==> src/rtl/queen_pkg.sv <==
// Shared constants, types and FSM state encoding for the N-queen search controller.
package queen_pkg;

  localparam int unsigned N     = 8;
  localparam int unsigned LOG2N = $clog2(N);
  localparam int unsigned SIZE  = 2 * LOG2N;

  typedef logic [LOG2N-1:0] pos_t;

  typedef struct packed {
    pos_t row;
    pos_t col;
  } entry_t;

  typedef enum logic [2:0] {
    StIdle,
    StCheck,
    StPlace,
    StBack,
    StPopReq,
    StPopWait,
    StSolved,
    StFinish
  } state_e;

endpackage

==> src/rtl/queen_conflict_check.sv <==
// Combinational attack test: does a queen at (i_row, i_col) clash with any queen placed in a
// row above it? Only rows p < i_row are considered; entries at or below i_row may be stale.
module queen_conflict_check #(
  parameter int unsigned N     = 8,
  parameter int unsigned LOG2N = 3
) (
  input  logic [N*LOG2N-1:0] i_cols,
  input  logic [LOG2N-1:0]   i_row,
  input  logic [LOG2N-1:0]   i_col,
  output logic               o_conflict
);
  import queen_pkg::*;

  logic [LOG2N-1:0] w_pcol;
  logic [LOG2N:0]   w_dr;
  logic [LOG2N:0]   w_dc;

  // Same column or same diagonal against every earlier row; distances kept one bit wider.
  always_comb begin
    o_conflict = 1'b0;
    w_pcol     = '0;
    w_dr       = '0;
    w_dc       = '0;
    for (int unsigned p = 0; p < N; p++) begin
      w_pcol = i_cols[LOG2N*p +: LOG2N];
      w_dr   = {1'b0, i_row} - (LOG2N+1)'(p);
      w_dc   = (i_col >= w_pcol) ? ({1'b0, i_col} - {1'b0, w_pcol})
                                 : ({1'b0, w_pcol} - {1'b0, i_col});
      if (((LOG2N+1)'(p) < {1'b0, i_row}) && ((w_pcol == i_col) || (w_dr == w_dc))) begin
        o_conflict = 1'b1;
      end
    end
  end

endmodule

==> src/rtl/queen_search_ctrl.sv <==
// Backtracking N-queen search controller driving an external LIFO stack.
// Searches row-major, columns ascending, and reports solutions as a packed board.
// Optional macro ALL_SOLUTIONS_EN: enumerate every solution and add o_sol_count; when
// undefined the search stops at the first solution.
module queen_search_ctrl #(
  parameter int unsigned N     = queen_pkg::N,
  parameter int unsigned LOG2N = queen_pkg::LOG2N,
  parameter int unsigned SIZE  = queen_pkg::SIZE
) (
  input  logic               clk,
  input  logic               reset,
  input  logic               i_start,
  output logic               o_busy,
  output logic               o_done,
  output logic               o_found,
  output logic               o_sol_valid,
  output logic [N*LOG2N-1:0] o_sol_board,
  output logic               o_stk_push,
  output logic               o_stk_pop,
  output logic [SIZE-1:0]    o_stk_in_data,
  input  logic [SIZE-1:0]    i_stk_out_data
`ifdef ALL_SOLUTIONS_EN
  ,
  output logic [15:0]        o_sol_count
`endif
);
  import queen_pkg::*;

  localparam logic [LOG2N-1:0] LastPos = LOG2N'(N - 1);
  localparam logic [LOG2N-1:0] OnePos  = LOG2N'(1);

  state_e             r_state;
  logic [LOG2N-1:0]   r_row;
  logic [LOG2N-1:0]   r_col;
  logic [N*LOG2N-1:0] r_cols;
  logic               r_busy;
  logic               r_done;
  logic               r_found;
  logic               r_sol_valid;
  logic [N*LOG2N-1:0] r_sol_board;
  logic               r_stk_push;
  logic               r_stk_pop;
  logic [SIZE-1:0]    r_stk_in_data;
`ifdef ALL_SOLUTIONS_EN
  logic [15:0]        r_sol_count;
`endif

  logic               w_conflict;
  logic [N*LOG2N-1:0] w_board;
  logic [LOG2N-1:0]   w_pop_row;
  logic [LOG2N-1:0]   w_pop_col;

  assign w_pop_row = i_stk_out_data[SIZE-1 -: LOG2N];
  assign w_pop_col = i_stk_out_data[LOG2N-1:0];

  queen_conflict_check #(
    .N     (N),
    .LOG2N (LOG2N)
  ) u_conflict (
    .i_cols     (r_cols),
    .i_row      (r_row),
    .i_col      (r_col),
    .o_conflict (w_conflict)
  );

  // Column array with the current (row, col) placed; written back in PLACE.
  always_comb begin
    w_board                      = r_cols;
    w_board[LOG2N*r_row +: LOG2N] = r_col;
  end

  // Search FSM; pulse outputs are set on entry to the state they belong to.
  always_ff @(posedge clk) begin
    if (reset) begin
      r_state       <= StIdle;
      r_row         <= '0;
      r_col         <= '0;
      r_cols        <= '0;
      r_busy        <= 1'b0;
      r_done        <= 1'b0;
      r_found       <= 1'b0;
      r_sol_valid   <= 1'b0;
      r_sol_board   <= '0;
      r_stk_push    <= 1'b0;
      r_stk_pop     <= 1'b0;
      r_stk_in_data <= '0;
`ifdef ALL_SOLUTIONS_EN
      r_sol_count   <= '0;
`endif
    end else begin
      r_stk_push  <= 1'b0;
      r_stk_pop   <= 1'b0;
      r_sol_valid <= 1'b0;
      r_done      <= 1'b0;
      unique case (r_state)
        StIdle: begin
          if (i_start) begin
            r_state <= StCheck;
            r_row   <= '0;
            r_col   <= '0;
            r_busy  <= 1'b1;
            r_found <= 1'b0;
`ifdef ALL_SOLUTIONS_EN
            r_sol_count <= '0;
`endif
          end
        end
        StCheck: begin
          if (!w_conflict) begin
            r_state       <= StPlace;
            r_stk_push    <= 1'b1;
            r_stk_in_data <= {r_row, r_col};
          end else if (r_col != LastPos) begin
            r_col <= r_col + OnePos;
          end else begin
            r_state <= StBack;
          end
        end
        StPlace: begin
          r_cols <= w_board;
          if (r_row == LastPos) begin
            r_state     <= StSolved;
            r_sol_valid <= 1'b1;
            r_sol_board <= w_board;
            r_found     <= 1'b1;
`ifdef ALL_SOLUTIONS_EN
            r_sol_count <= r_sol_count + 16'd1;
`endif
          end else begin
            r_state <= StCheck;
            r_row   <= r_row + OnePos;
            r_col   <= '0;
          end
        end
        StBack: begin
          // Row 0 exhausted means the stack is already empty: never pop here.
          if (r_row == '0) begin
            r_state <= StFinish;
            r_done  <= 1'b1;
            r_busy  <= 1'b0;
          end else begin
            r_state   <= StPopReq;
            r_stk_pop <= 1'b1;
          end
        end
        StPopReq: begin
          r_state <= StPopWait;
        end
        StPopWait: begin
          r_row <= w_pop_row;
          if (w_pop_col == LastPos) begin
            r_state <= StBack;
          end else begin
            r_state <= StCheck;
            r_col   <= w_pop_col + OnePos;
          end
        end
        StSolved: begin
`ifdef ALL_SOLUTIONS_EN
          // Undo the last placement and resume at its next column.
          r_state   <= StPopReq;
          r_stk_pop <= 1'b1;
`else
          r_state <= StFinish;
          r_done  <= 1'b1;
          r_busy  <= 1'b0;
`endif
        end
        StFinish: begin
          r_state <= StIdle;
        end
      endcase
    end
  end

  assign o_busy        = r_busy;
  assign o_done        = r_done;
  assign o_found       = r_found;
  assign o_sol_valid   = r_sol_valid;
  assign o_sol_board   = r_sol_board;
  assign o_stk_push    = r_stk_push;
  assign o_stk_pop     = r_stk_pop;
  assign o_stk_in_data = r_stk_in_data;
`ifdef ALL_SOLUTIONS_EN
  assign o_sol_count   = r_sol_count;
`endif

endmodule

==> config.mk <==
export PLATFORM = sky130hd
export DESIGN_NAME = queen_search_ctrl
export DESIGN_NICKNAME = d
export VERILOG_FILES = /design/src/rtl/queen_pkg.sv /design/src/rtl/queen_conflict_check.sv /design/src/rtl/queen_search_ctrl.sv
export SDC_FILE = /design/constraint.sdc
export NUM_CORES = 1
export LEC_CHECK = 0
export BUFFER_PORTS_ARGS = -buffer_cell sky130_fd_sc_hd__buf_4
export CORE_ASPECT_RATIO = 0.5
export CORE_MARGIN = 3
export CORE_UTILIZATION = 61
export CTS_CLUSTER_SIZE = 25
export DETAILED_ROUTE_END_ITERATION = 8
export HOLD_SLACK_MARGIN = 0.15
export PLACE_DENSITY = 0.88
export REMOVE_ABC_BUFFERS = 1
export SYNTH_ARGS = -nofsm -noshare
export SYNTH_HDL_FRONTEND = slang
export SYNTH_SLANG_ARGS = --single-unit
==> constraint.sdc <==
create_clock -name clk -period 4.5 [get_ports clk]
set_clock_uncertainty 0.15 [all_clocks]
set_input_delay 0.9 -clock clk [delete_from_list [all_inputs] [get_ports clk]]
set_output_delay 0.9 -clock clk [all_outputs]
set_load 0.02 [all_outputs]
## Yosys cells after proc, flatten, opt, wreduce, memory -nomap -nowiden

Index checks and enable logic that the tools add are counted.

- Eq/ne operators: 32
- Reduce and logical (&&, ||, !) cells: 30
- Magnitude comparators: 14
- Shifts and indexed selects: 2
- $add $sub $neg: 24
- Multiplexer cells: 41
- Multipliers: 1
- Divide/modulo/power cells: 0
- Bitwise operators: 4

Operator list:

| kind | number |
|---|---|
| 3-bit by 3-bit subtractor with 4-bit output | 14 |
| 5-bit negation with 34-bit output | 1 |
| 3-bit by 34-bit variable shift with 24-bit output, first input constant | 1 |
| 3-bit by 34-bit variable part select with 24-bit output | 1 |
| 3-bit 2-to-1 mux | 10 |
| 4-bit 2-to-1 mux | 7 |
| 24-bit bitwise mux | 1 |
| 4-bit equality test | 6 |
| 3-bit one-hot mux with 8 select lines | 1 |
| 3-bit equality test | 7 |
| 3-bit >= comparator | 7 |
| 3-bit equality test, second input constant | 6 |
| 1-bit 2-to-1 mux | 15 |
| 2-bit inequality test, second input constant | 7 |
| 3-bit one-hot mux with 4 select lines | 1 |
| 3-bit by 3-bit subtractor with 4-bit output, second input constant | 3 |
| 3-bit by 1-bit adder with 3-bit output, second input constant | 3 |
| 3-bit < comparator, first input constant | 3 |
| 3-bit one-hot mux with 3 select lines | 1 |
| 3-bit AND reduction | 3 |
| 3-bit by 2-bit subtractor with 4-bit output, second input constant | 2 |
| 1-bit logical AND | 7 |
| 1-bit logical OR | 7 |
| 3-bit by 2-bit equality test with 1-bit output, second input constant | 2 |
| 18 further kinds | 32 |

- Bits in read-only memories: 0
- Output and inout bits: 36
- Memory bits (writable): 0
- Word-level logic and storage cells: 160
- Memories kept: 0
- Input port bits: 9
- Latch bits: 0
- Register bits: 69

## Logic depth before layout (Yosys ltp)

Gate-level depths: netlist (run 1).

- Depth in word-level cells: 14
- Mapped depth: 15
- Gate-level depth less buffers: 15

## By module

From an unflattened synthesis (run 1), not the netlist that was laid out.

- Cells, all modules: 668
- Area, all modules: 5,552.8 um2

By module, submodules not included:

| module | times used | cells an instance | area each (um2) |
|---|---|---|---|
| queen_search_ctrl | 1 | 393 | 3,313.2 |
| queen_conflict_check | 1 | 275 | 2,239.6 |

## Least setup slack after synthesis (run 1)

OpenSTA, ideal clock, no wires.

- Path kind: reg2reg
- Start: reg r_col[1]
- End: reg r_stk_in_data[0], in the netlist o_stk_in_data[0]
- Period minus slack after synthesis: 3.743 ns
- Buffers on the path: 1
- Data arrival time: 3.466 ns
- Stages on the path, launching flop included: 13
- Data required time: 4.222 ns
- Library setup time: 0.128 ns
- Setup slack: 0.757 ns
- Cell sequence: dfxtp_1 > buf_2 > inv_1 > fa_1 > nand2b_1 > mux2i_1 > a21oi_1 > xnor2_1 > nor4_1 > a211o_1 > nor4_4 > mux2i_1 > nor2_1

- Cells in the longest elaborated chain, start to end: 14

Ends and longest elaborated chain:

| what | RTL line | source |
|---|---|---|
| start: declaration | queen_search_ctrl.sv:34 | `logic [LOG2N-1:0] r_col;` |
| start signal: assignment | queen_search_ctrl.sv:114 | `r_col <= r_col + OnePos;` |
| start signal: assignment | queen_search_ctrl.sv:155 | `r_col <= w_pop_col + OnePos;` |
| 3-bit by 3-bit subtractor with 4-bit output (tied with other cells) | queen_conflict_check.sv:28 | `: ({1'b0, w_pcol} - {1'b0, i_col});` |
| 4-bit 2-to-1 mux | queen_conflict_check.sv:27 | `w_dc = (i_col >= w_pcol) ? ({1'b0, i_col} - {1'b0, w_pcol})` |
| 3-bit by 4-bit equality test with 1-bit output | queen_conflict_check.sv:29 | `if (((LOG2N+1)'(p) < {1'b0, i_row}) && ((w_pcol == i_col) \|\| (w_dr == w_dc))) begin` |
| 1-bit logical OR | queen_conflict_check.sv:29 |  |
| 1-bit logical AND | queen_conflict_check.sv:29 |  |
| 1-bit 2-to-1 mux (6 in series) | queen_conflict_check.sv:29 |  |
| 1-bit 2-to-1 mux * | queen_conflict_check.sv:29 |  |
| 1-bit NOT (no source line) * | n/a |  |
| 2-bit AND reduction (no source line) * | n/a |  |
| end signal: assignment | queen_search_ctrl.sv:112 | `r_stk_in_data <= {r_row, r_col};` |
| end: declaration | queen_search_ctrl.sv:43 | `logic [SIZE-1:0] r_stk_in_data;` |

Mark *: on every way between the ends. The rest lies on a longest branch, timed or not.
A chain may end at the register's enable or synchronous reset.

## Worst setup path in the final report (run 1)

- Start: reg r_col[1]
- End: reg r_col[1]

- Cells in the longest elaborated chain, start to end: 14

Ends and longest elaborated chain:

| what | RTL line |
|---|---|
| 3-bit by 3-bit subtractor with 4-bit output (tied with other cells) | queen_conflict_check.sv:28 |
| 4-bit 2-to-1 mux | queen_conflict_check.sv:27 |
| 3-bit by 4-bit equality test with 1-bit output | queen_conflict_check.sv:29 |
| 1-bit logical OR | queen_conflict_check.sv:29 |
| 1-bit logical AND | queen_conflict_check.sv:29 |
| 1-bit 2-to-1 mux (7 in series) | queen_conflict_check.sv:29 |
| 2-bit inequality test (no source line) | n/a |
| 6-bit AND reduction (no source line) | n/a |

Several ways; a longest one is shown, not always the timed one. The select of a mux whose other input is x is not followed.

==> reports/summary.txt, run 1 <==
GPL Wtd Cong = 0.942
Data arrival, critical path = 4.11 ns
Die span in x = 138 um
Antenna cells = 0
Reg area = 0.00138 sq mm
Post-layout net count = 764
Sequential-to-total area share from yosys stat = 26.1%
Synth area leader = dfxtp_1
Yosys reg bits = 69
Post-synth EDFFs = 0
Initial DRT Pass Iterations = 5
Global route overflow = 0
Initial antenna violation count = 0
GRT Total Usage = 28.3%
WL final = 13300 um
Leak Pwr = 2.36 nW
Maximum clock path buffer count = 2
Synth Flop Type = dfxtp_1
First-pass GRT wire length = 22000 um
Synth area leaders = dfxtp_1 (26%), ha_1 (13%), fa_1 (7.9%)
Sum Neg Setup Slack = 0 ns
Met2 WL = 5740 um
CTS Buf Count = 9
CTS H-tree depth = 3
CP Class = reg2reg
HP Class = reg2reg
Post-DR vias/cell = 6.02
Via count = 4772
Post-cts hold buffer count = 0
Post-route ant nets = 0
Max Fclk = 245 MHz
IO Pins = 45
Final-report max-slew violation count = 0
IO buf count = 44
Worst slew margin relative to its limit = 39.7%
Hold_sp = r_cols[21]
Syn Inst Count = 647
CTS Root Cell = clkbuf_16
Worst-path fanout max = 16
Area share of the largest cell type after synthesis = 26.1%
YS warnings = 0
Post-synth ARST share = 0%
Layout fillers = 622
Post-Syn Area = 0.00529 sq mm
Area grow syn2layout = 12.7%
Worst slew pin tran = 0.902 ns
Post-Layout Inst Area = 0.00596 sq mm
Ratio of final minimum period to clock period = 90.7%
RSZ-0062 raised after global routing = no
DRC = 0
Post-CTS Resized = 0
CP startpoint = r_col[1]
Power Dens Cells = 310 mW/mm^2
Critical Path Sink Type = flop
Drt initial violations = 452
Initial Util = 64.5%
Status = completed
Peak VDD IR = 0.000247 V
Drt wl/cell = 16.8 um
Startpoint types = flop
Commonest non-fill, non-tap cell in the layout = nor2_1
Multi-input logic area = 0.00357 sq mm
Most frequent cells in the layout = nor2_1 (81), dfxtp_1 (69), ha_1 (56)
Final setup viols = 0
Met3 Wirelength = 1030 um
Worst EP required = 4.53 ns
Worst skew pair latency = 0.34 ns
Clock Pin Slew Worst Setup and Hold Paths = 0.05 ns
Ratio of cells with drive above 1 in the final layout = 12.2%
Number of global-route vias before repair = 4510
# Max-Cap Violations = 0
Postcts setup bufs = 0
Largest net degree at the start of global routing = 71
Distinct cells, synth = 53
DR top layer = met4
Avg Inst Size Synth = 8.18 sq um
Clock sinks = 69
Die height = 71.9 um
Final hold vios = 0
Clock period minus worst slack = 4.08 ns
R2R Path Start = r_col[1]
Metal1 wirelength = 6240 um
Post-DP HPWL = 9380 um
Full die area = 0.00990 sq mm
Placed cell area = 0.00569 sq mm
CTS tree = built
CORE AREA = 0.00820 sq mm
Cell Rows = 23
[flip-flops by register name, indices dropped and copies added, names as in the netlist]
name and cells:
o_busy 1, o_done 1, o_found 1, o_sol_board 24, o_sol_valid 1, o_stk_in_data 6, o_stk_pop 1, o_stk_push 1
r_col 3, r_cols 24, r_row 3, r_state 3
[cells by family after synthesis]
logic type	share of synthesized area [%]
and+or+nand+nor	20.7
xor gates and xnor gates	3.31
buffers and inverters	6.43
DFF	26.1
muxes	4.73
AOI/OAI and AO/OA	17.5
adders and majority gates	21.2
[power by group]
| part | internal (mW) | switching, mW | leakage (nW) |
|---|---|---|---|
| Combinational | 0.201 | 0.338 | 1.67 |
| Sequential | 0.630 | 0.0314 | 0.557 |
| Clock | 0.394 | 0.255 | 0.134 |
[final cells by class]
type                    instances  share of cell area, %
clock inverters                 2                  0.168
repair buffers                 53                   6.68
clock buffers                  12                   4.30
well taps                     112                   2.35
multi-input cells             491                   59.9
inverters                      54                   3.40
flip-flops and latches         69                   23.2
[critical path, cell delays in order (launching register included)]
cell and delay (ns):
dfxtp_1 0.82, buf_4 0.35, fa_1 0.20, inv_1 0.05
fa_1 0.43, nor3b_1 0.18, a41oi_1 0.18, nand3_1 0.12
xnor2_1 0.15, a32oi_2 0.22, o2111ai_2 0.19, o21ai_2 0.28
nand2_1 0.11, o31ai_1 0.48
[cells in the mapped netlist (5+ instances only)]
cell / count
nor2b_1: 6
buf_2: 5
a21oi_1: 54
nor3_1: 11
o21ai_0: 17
xor2_1: 7
or3_1: 5
ha_1: 56
xnor2_1: 13
clkbuf_1: 24
fa_1: 21
a211oi_1: 38
nand2b_1: 12
nand3_1: 26
inv_1: 54
dfxtp_1: 69
nand2_1: 50
mux2i_1: 25
nor2_1: 82
a22oi_1: 6
[through the flow]
step	hold slack [ns]	power (mW)	util [%]	instances	setup WS [ns]
floorplan	0.297	1.05	-	614	0.590
global placement	0.311	1.17	69.4	779	0.668
detailed placement	0.319	1.19	69.4	779	0.555
CTS	0.328	1.85	72.7	793	0.527
global route	0.344	1.94	72.7	793	0.201
finish	0.330	1.85	72.7	793	0.420
[final timing paths]
path / to / slack (ns) / cells past startpoint
hold / removal: r_cols[21] / 0.33 / 2
setup reg to reg: r_col[1] / 0.42 / 13
setup / recovery: r_col[1] / 0.42 / 13
hold reg to reg: r_cols[21] / 0.33 / 2
[layer usage]
metal / vias up / GRT usage (%)
li1: 2301 / -
met1: 2243 / 39.3
met2: 194 / 42.9
met3: 34 / 6.73
met4: 0 / 11.3
met5: - / 0
Note: power is estimated with default switching activity, not from simulation.
==> run 2, diff against run 1 <==
--- a/config.mk
+++ b/config.mk
@@ -8,11 +8,11 @@
 export BUFFER_PORTS_ARGS = -buffer_cell sky130_fd_sc_hd__buf_4
 export CORE_ASPECT_RATIO = 0.5
 export CORE_MARGIN = 3
-export CORE_UTILIZATION = 61
+export CORE_UTILIZATION = 23
 export CTS_CLUSTER_SIZE = 25
 export DETAILED_ROUTE_END_ITERATION = 8
 export HOLD_SLACK_MARGIN = 0.15
-export PLACE_DENSITY = 0.88
+export PLACE_DENSITY = 0.45
 export REMOVE_ABC_BUFFERS = 1
 export SYNTH_ARGS = -nofsm -noshare
 export SYNTH_HDL_FRONTEND = slang
==> run 2 against run 1 <==
- sequential power decreased by 1%
- combinational power increased by 2%
- setup slack improved by 0.24 ns
- first-iteration DRC count decreased by 36%
- utilization decreased by 44 points
- critical path type unchanged
- critical endpoint is now o_stk_in_data[5]
- largest power group is now clock
==> reports/summary.txt, run 2 (synthesis gave the netlist of run 1 again) <==
Global route overflow = 0 (unchanged)
IO Pins = 45 (unchanged)
Worst-case hold slack = 0.330 ns (-0.0000780 ns)
Cell Rows = 38 (+65%)
GPL Wtd Cong = 0.831 (-12%)
CTS tree = built
CTS Buf Count = 9 (unchanged)
Area grow syn2layout = 18.8%
Final Power = 2.00 mW (+8.2%)
CTS H-tree depth = 3 (unchanged)
Die span in x = 221 um (+60%)
CP startpoint = r_col[0]
Via count = 4529 (-5.1%)
Max Fclk = 260 MHz (+6.3%)
Clock period minus worst slack = 3.84 ns (-0.240 ns)
Initial DRT Pass Iterations = 5 (unchanged)
Placed cell area = 0.00596 sq mm (+4.7%)
Sum Neg Setup Slack = 0 ns (unchanged)
Maximum clock path buffer count = 2 (unchanged)
R2r setup slk = 0.66 ns (+0.24 ns)
IO buf count = 44 (unchanged)
Post-route ant nets = 0 (unchanged)
Post-CTS Resized = 0 (unchanged)
CP Class = reg2reg
Worst skew pair latency = 0.34 ns (about the same)
Drt initial violations = 288 (-36%)
Number of global-route vias before repair = 4342 (-3.7%)
Post-DR vias/cell = 4.60 (-24%)
Initial Util = 23.9% (-41 points)
Initial antenna violation count = 0 (unchanged)
Ratio of final minimum period to clock period = 85.3% (-5.3 points)
Hold endpoint = r_cols[21]
First-pass GRT wire length = 23700 um (+7.7%)
Clock Pin Slew Worst Setup and Hold Paths = 0.06 ns (about the same)
Die height = 113 um (+58%)
Commonest non-fill, non-tap cell in the layout = nor2_1
Worst slew pin tran = 0.867 ns (-0.0352 ns)
Leak Pwr = 2.40 nW (+1.8%)
Final hold vios = 0 (unchanged)
Full die area = 0.0250 sq mm (+150%)
Flop pwr share = 32.8% (-3.0 points)
Clk pwr share = 39.8% (+4.7 points)
Most frequent cells in the layout = nor2_1 (81), dfxtp_1 (69), ha_1 (56)
Power share of the combinational group = 27.5% (-1.6 points)
GRT Total Usage = 12.1% (-16 points)
Power Dens Cells = 318 mW/mm^2 (+2.5%)
RSZ-0062 raised after global routing = no
CORE AREA = 0.0221 sq mm (+170%)
Post-cts hold buffer count = 0 (unchanged)
WL final = 14600 um (+9.5%)
Clock sinks = 69 (unchanged)
Drt wl/cell = 14.8 um (-12%)
Worst-path fanout max = 9 (-7)
Sw Pwr = 649 uW (+4.0%)
Antenna cells = 0 (unchanged)
Critical Path Sink Type = flop
# Max-Cap Violations = 0 (unchanged)
Worst EP required = 4.55 ns (+0.02 ns)
P_int = 1.35 mW (+10%)
Postcts setup bufs = 0 (unchanged)
Worst slew margin relative to its limit = 42.1% (+2.4 points)
Inst Count DP = 969 (+24%)
Ratio of cells with drive above 1 in the final layout = 12.7% (+0.51 points)
CTS Root Cell = clkbuf_16
DRC = 0 (unchanged)
Worst r2r path cells = 14 (+1)
R2R Path End = o_stk_in_data[5]
HP Class = reg2reg
Data arrival, critical path = 3.89 ns (-0.22 ns)
Post-layout net count = 766 (+0.26%)
Final-report max-slew violation count = 0 (unchanged)
Final setup viols = 0 (unchanged)
Post-DP HPWL = 10300 um (+10%)
Switching Share = 32.4% (-1.3 points)
Post-Layout Inst Area = 0.00629 sq mm (+5.5%)
Worst hold stages = 2 (unchanged)
Startpoint types = flop
Peak VDD IR = 0.000186 V (-25%)
R2R Path Start = r_col[0]
Post-Layout Cell Count = 985 (+24%)
Largest net degree at the start of global routing = 71 (unchanged)
Hold_sp = r_cols[21]
Status = completed
run 2: cell types whose count changed in the layout (fill, tap and decap cells not counted), sizes merged:
| cell | previous run | this run |
|---|---|---|
| buf | 53 | 55 |
| bufinv | 0 | 2 |
run 2: worst max path at each step:
stage                       endpoint
global route        o_stk_in_data[2]
detailed placement  o_stk_in_data[5]
global placement    o_stk_in_data[0]
floorplan           o_stk_in_data[1]
finish              o_stk_in_data[5]
CTS                 o_stk_in_data[5]
run 2: routing by layer:
layer	vias to the layer above	routed length [um]	GRT usage (%)
li1	2301	-	-
met2	61	6330	18.4
met1	2152	7590	17.1
met4	0	178	3.53
met5	-	0	0
met3	15	468	2.68
run 2: power by group through the flow:
stage / sequential (mW) / combinational [mW] / clock [mW]
3_5_place_dp: 0.670 / 0.548 / 0
3_3_place_gp: 0.669 / 0.550 / 0
2_1_floorplan: 0.683 / 0.364 / 0
6_report: 0.655 / 0.550 / 0.796
4_1_cts: 0.656 / 0.550 / 0.824
5_1_grt: 0.661 / 0.612 / 0.846
run 2: worst max-delay path, cell delays in order, from the launching register on:
cell and delay [ns]:
dfxtp_1 0.30, inv_1 0.34, ha_1 0.27, inv_1 0.06, fa_1 0.35, inv_1 0.07, fa_1 0.42, a41oi_1 0.23
nand3_1 0.12, xnor2_1 0.15, a32oi_2 0.22, o2111ai_2 0.20, nor4_4 0.48, mux2i_1 0.26, nor2_1 0.05
run 2: area by class of cell:
| class | instances | area [sq um] |
|---|---|---|
| Fill cell | 2370 | 15800 |
| Multi-Input combinational cell | 491 | 3580 |
| Sequential cell | 69 | 1380 |
| Timing Repair Buffer | 55 | 425 |
| Tap cell | 300 | 375 |
| Clock buffer | 12 | 256 |
| Inverter | 54 | 203 |
| Clock inverter | 4 | 70.1 |
run 2: per-stage QoR:
stage               setup WS [ns]  util, %
global route                0.315     28.4
global placement            0.766     27.0
CTS                         0.643     28.4
floorplan                   0.590        -
finish                      0.660     28.4
detailed placement          0.655     27.0
==> run 3, diff against run 2 <==
--- a/config.mk
+++ b/config.mk
@@ -8,12 +8,13 @@
 export BUFFER_PORTS_ARGS = -buffer_cell sky130_fd_sc_hd__buf_4
 export CORE_ASPECT_RATIO = 0.5
 export CORE_MARGIN = 3
-export CORE_UTILIZATION = 23
+export CORE_UTILIZATION = 50
 export CTS_CLUSTER_SIZE = 25
 export DETAILED_ROUTE_END_ITERATION = 8
 export HOLD_SLACK_MARGIN = 0.15
-export PLACE_DENSITY = 0.45
+export PLACE_DENSITY = 0.76
 export REMOVE_ABC_BUFFERS = 1
 export SYNTH_ARGS = -nofsm -noshare
 export SYNTH_HDL_FRONTEND = slang
 export SYNTH_SLANG_ARGS = --single-unit
+export TNS_END_PERCENT = 5
==> constraint.sdc (replaced) <==
create_clock -name clk -period 4.6 [get_ports clk]
set_clock_uncertainty 0.15 [all_clocks]
set_input_delay 0.92 -clock clk [delete_from_list [all_inputs] [get_ports clk]]
set_output_delay 0.92 -clock clk [all_outputs]
set_load 0.02 [all_outputs]
==> run 3 against run 2 <==
- count of clock-buffer cells in the layout shrank 1
- routed wire length shrank 13%
- global-route usage grew 11 points
- largest power group is now sequential cells
- clock power shrank 20%
- cell area shrank 4.6%
- critical path depth shrank 1
- utilization grew 32 points
- via count grew 1.9%
- combinational power shrank 4.7%
- flip-flop and latch count is the same
==> reports/summary.txt, run 3 (synthesis gave the netlist of run 1 again) <==
GPL Wtd Cong = 0.885 (+6.5%)
Layout fillers = 880 (-63%)
Power Dens Cells = 300 mW/mm^2 (-5.6%)
Max Fclk = 250 MHz (-4.1%)
Sum Neg Setup Slack = 0 ns (unchanged)
Drt initial violations = 404 (+40%)
Die span in x = 151 um (-31%)
GRT Total Usage = 22.8% (+11 points)
Post-Layout Cell Count = 818 (-17%)
Via count = 4614 (+1.9%)
Post-layout net count = 765 (-0.13%)
Antenna cells = 0 (unchanged)
Post-CTS Resized = 0 (unchanged)
IO buf count = 44 (unchanged)
Drt wl/cell = 15.6 um (+5.3%)
Die height = 78.7 um (-30%)
Post-route ant nets = 0 (unchanged)
Cell Rows = 25 (-34%)
CP Class = reg2reg
CTS H-tree depth = 3 (unchanged)
Data arrival, critical path = 4.10 ns (+0.21 ns)
CORE AREA = 0.00985 sq mm (-55%)
Peak VDD IR = 0.000176 V (-5.8%)
Worst-case hold slack = 0.334 ns (+0.00462 ns)
Post-DP HPWL = 8920 um (-14%)
Clock period minus worst slack = 4.01 ns (+0.165 ns)
Final setup viols = 0 (unchanged)
Worst EP required = 4.70 ns (+0.15 ns)
Clock Pin Slew Worst Setup and Hold Paths = 0.06 ns (about the same)
Ratio of final minimum period to clock period = 87.1% (+1.7 points)
# Max-Cap Violations = 0 (unchanged)
Reg area = 0.00138 sq mm (unchanged)
Commonest non-fill, non-tap cell in the layout = nor2_1
Worst slew pin tran = 0.897 ns (+0.0303 ns)
CTS tree = built
Startpoint types = flop
Global route overflow = 0 (unchanged)
Worst-path fanout max = 14 (+5)
Ratio of cells with drive above 1 in the final layout = 12.4% (-0.26 points)
Initial Util = 53.7% (+30 points)
Status = completed
Leak Pwr = 2.36 nW (-1.8%)
IO Pins = 45 (unchanged)
Final-report max-slew violation count = 0 (unchanged)
Initial DRT Pass Iterations = 6 (+1)
CTS Buf Count = 9 (unchanged)
Post-DR vias/cell = 5.64 (+23%)
DRC = 0 (unchanged)
Post-cts hold buffer count = 0 (unchanged)
Critical Path Sink Type = flop
Maximum clock path buffer count = 2 (unchanged)
Final hold vios = 0 (unchanged)
Initial antenna violation count = 0 (unchanged)
Inst Count DP = 803 (-17%)
RSZ-0062 raised after global routing = no
Worst skew pair latency = 0.33 ns (about the same)
HP Class = reg2reg
WL final = 12700 um (-13%)
Final Power = 1.80 mW (-10%)
Worst slew margin relative to its limit = 40.0% (-2.1 points)
Number of global-route vias before repair = 4412 (+1.6%)
CTS Root Cell = clkbuf_16
Clock sinks = 69 (unchanged)
Postcts setup bufs = 0 (unchanged)
Most frequent cells in the layout = nor2_1 (81), dfxtp_1 (69), ha_1 (56)
Multi-input logic area = 0.00357 sq mm (-0.14%)
Largest net degree at the start of global routing = 71 (unchanged)
Area grow syn2layout = 13.4%
First-pass GRT wire length = 21700 um (-8.3%)
Full die area = 0.0119 sq mm (-52%)
[run 3: cell types whose count changed in the layout (fill, tap and decap cells not counted), sizes merged]
cell,previous run,this run
bufinv,2,0
buf,55,54
clkinvlp,0,2
clkbuf,12,11
[run 3: layer usage]
layer	global-route usage, %	wire length [um]	up-vias
met2	33.6	5430	114
met5	0	0	-
met4	6.87	131	0
met1	33.1	6450	2182
met3	5.30	734	16
li1	-	-	2302
[run 3: area by class of cell]
cell class	instances	share of cell area (%)
flip-flops and latches	69	23.0
clock inverters	4	0.417
multi-input cells	491	59.6
clock buffers	11	4.05
repair buffers	54	6.76
inverters	54	3.38
well taps	135	2.82
[run 3: through the flow]
stage	utilization (%)	cell area (sq um)	setup slack, ns
final	60.9	6000	0.594
after global routing	60.9	6000	0.333
after CTS	60.9	6000	0.642
after detailed placement	58.2	5730	0.650
after global placement	58.2	5730	0.734
after floorplan	-	5150	0.690
[run 3: power by group]
group / switching (mW) / internal [mW] / leakage [nW]
combinational: 0.325 / 0.199 / 1.67
clock: 0.260 / 0.375 / 0.127
sequential: 0.0269 / 0.616 / 0.557
[run 3: worst paths after layout]
| path | start | cells after the start | endpoint | slack, ns |
|---|---|---|---|---|
| worst max-delay path | r_col[1] | 13 | r_col[1] | 0.59 |
| worst min-delay path | r_cols[21] | 2 | r_cols[21] | 0.33 |
| worst max register to register | r_col[1] | 13 | r_col[1] | 0.59 |
| worst min register to register | r_cols[21] | 2 | r_cols[21] | 0.33 |
[run 3: critical path, cell delays in order (launching register included)]
cell and delay (ns):
dfxtp_1 0.75, buf_4 0.36, fa_1 0.21, inv_1 0.05, fa_1 0.47, nor2b_1 0.16
a211oi_1 0.09, or4_1 0.43, a221oi_1 0.26, nand3_1 0.19, o2111ai_2 0.20, o21ai_2 0.14
a2111o_1 0.38, o31ai_1 0.07
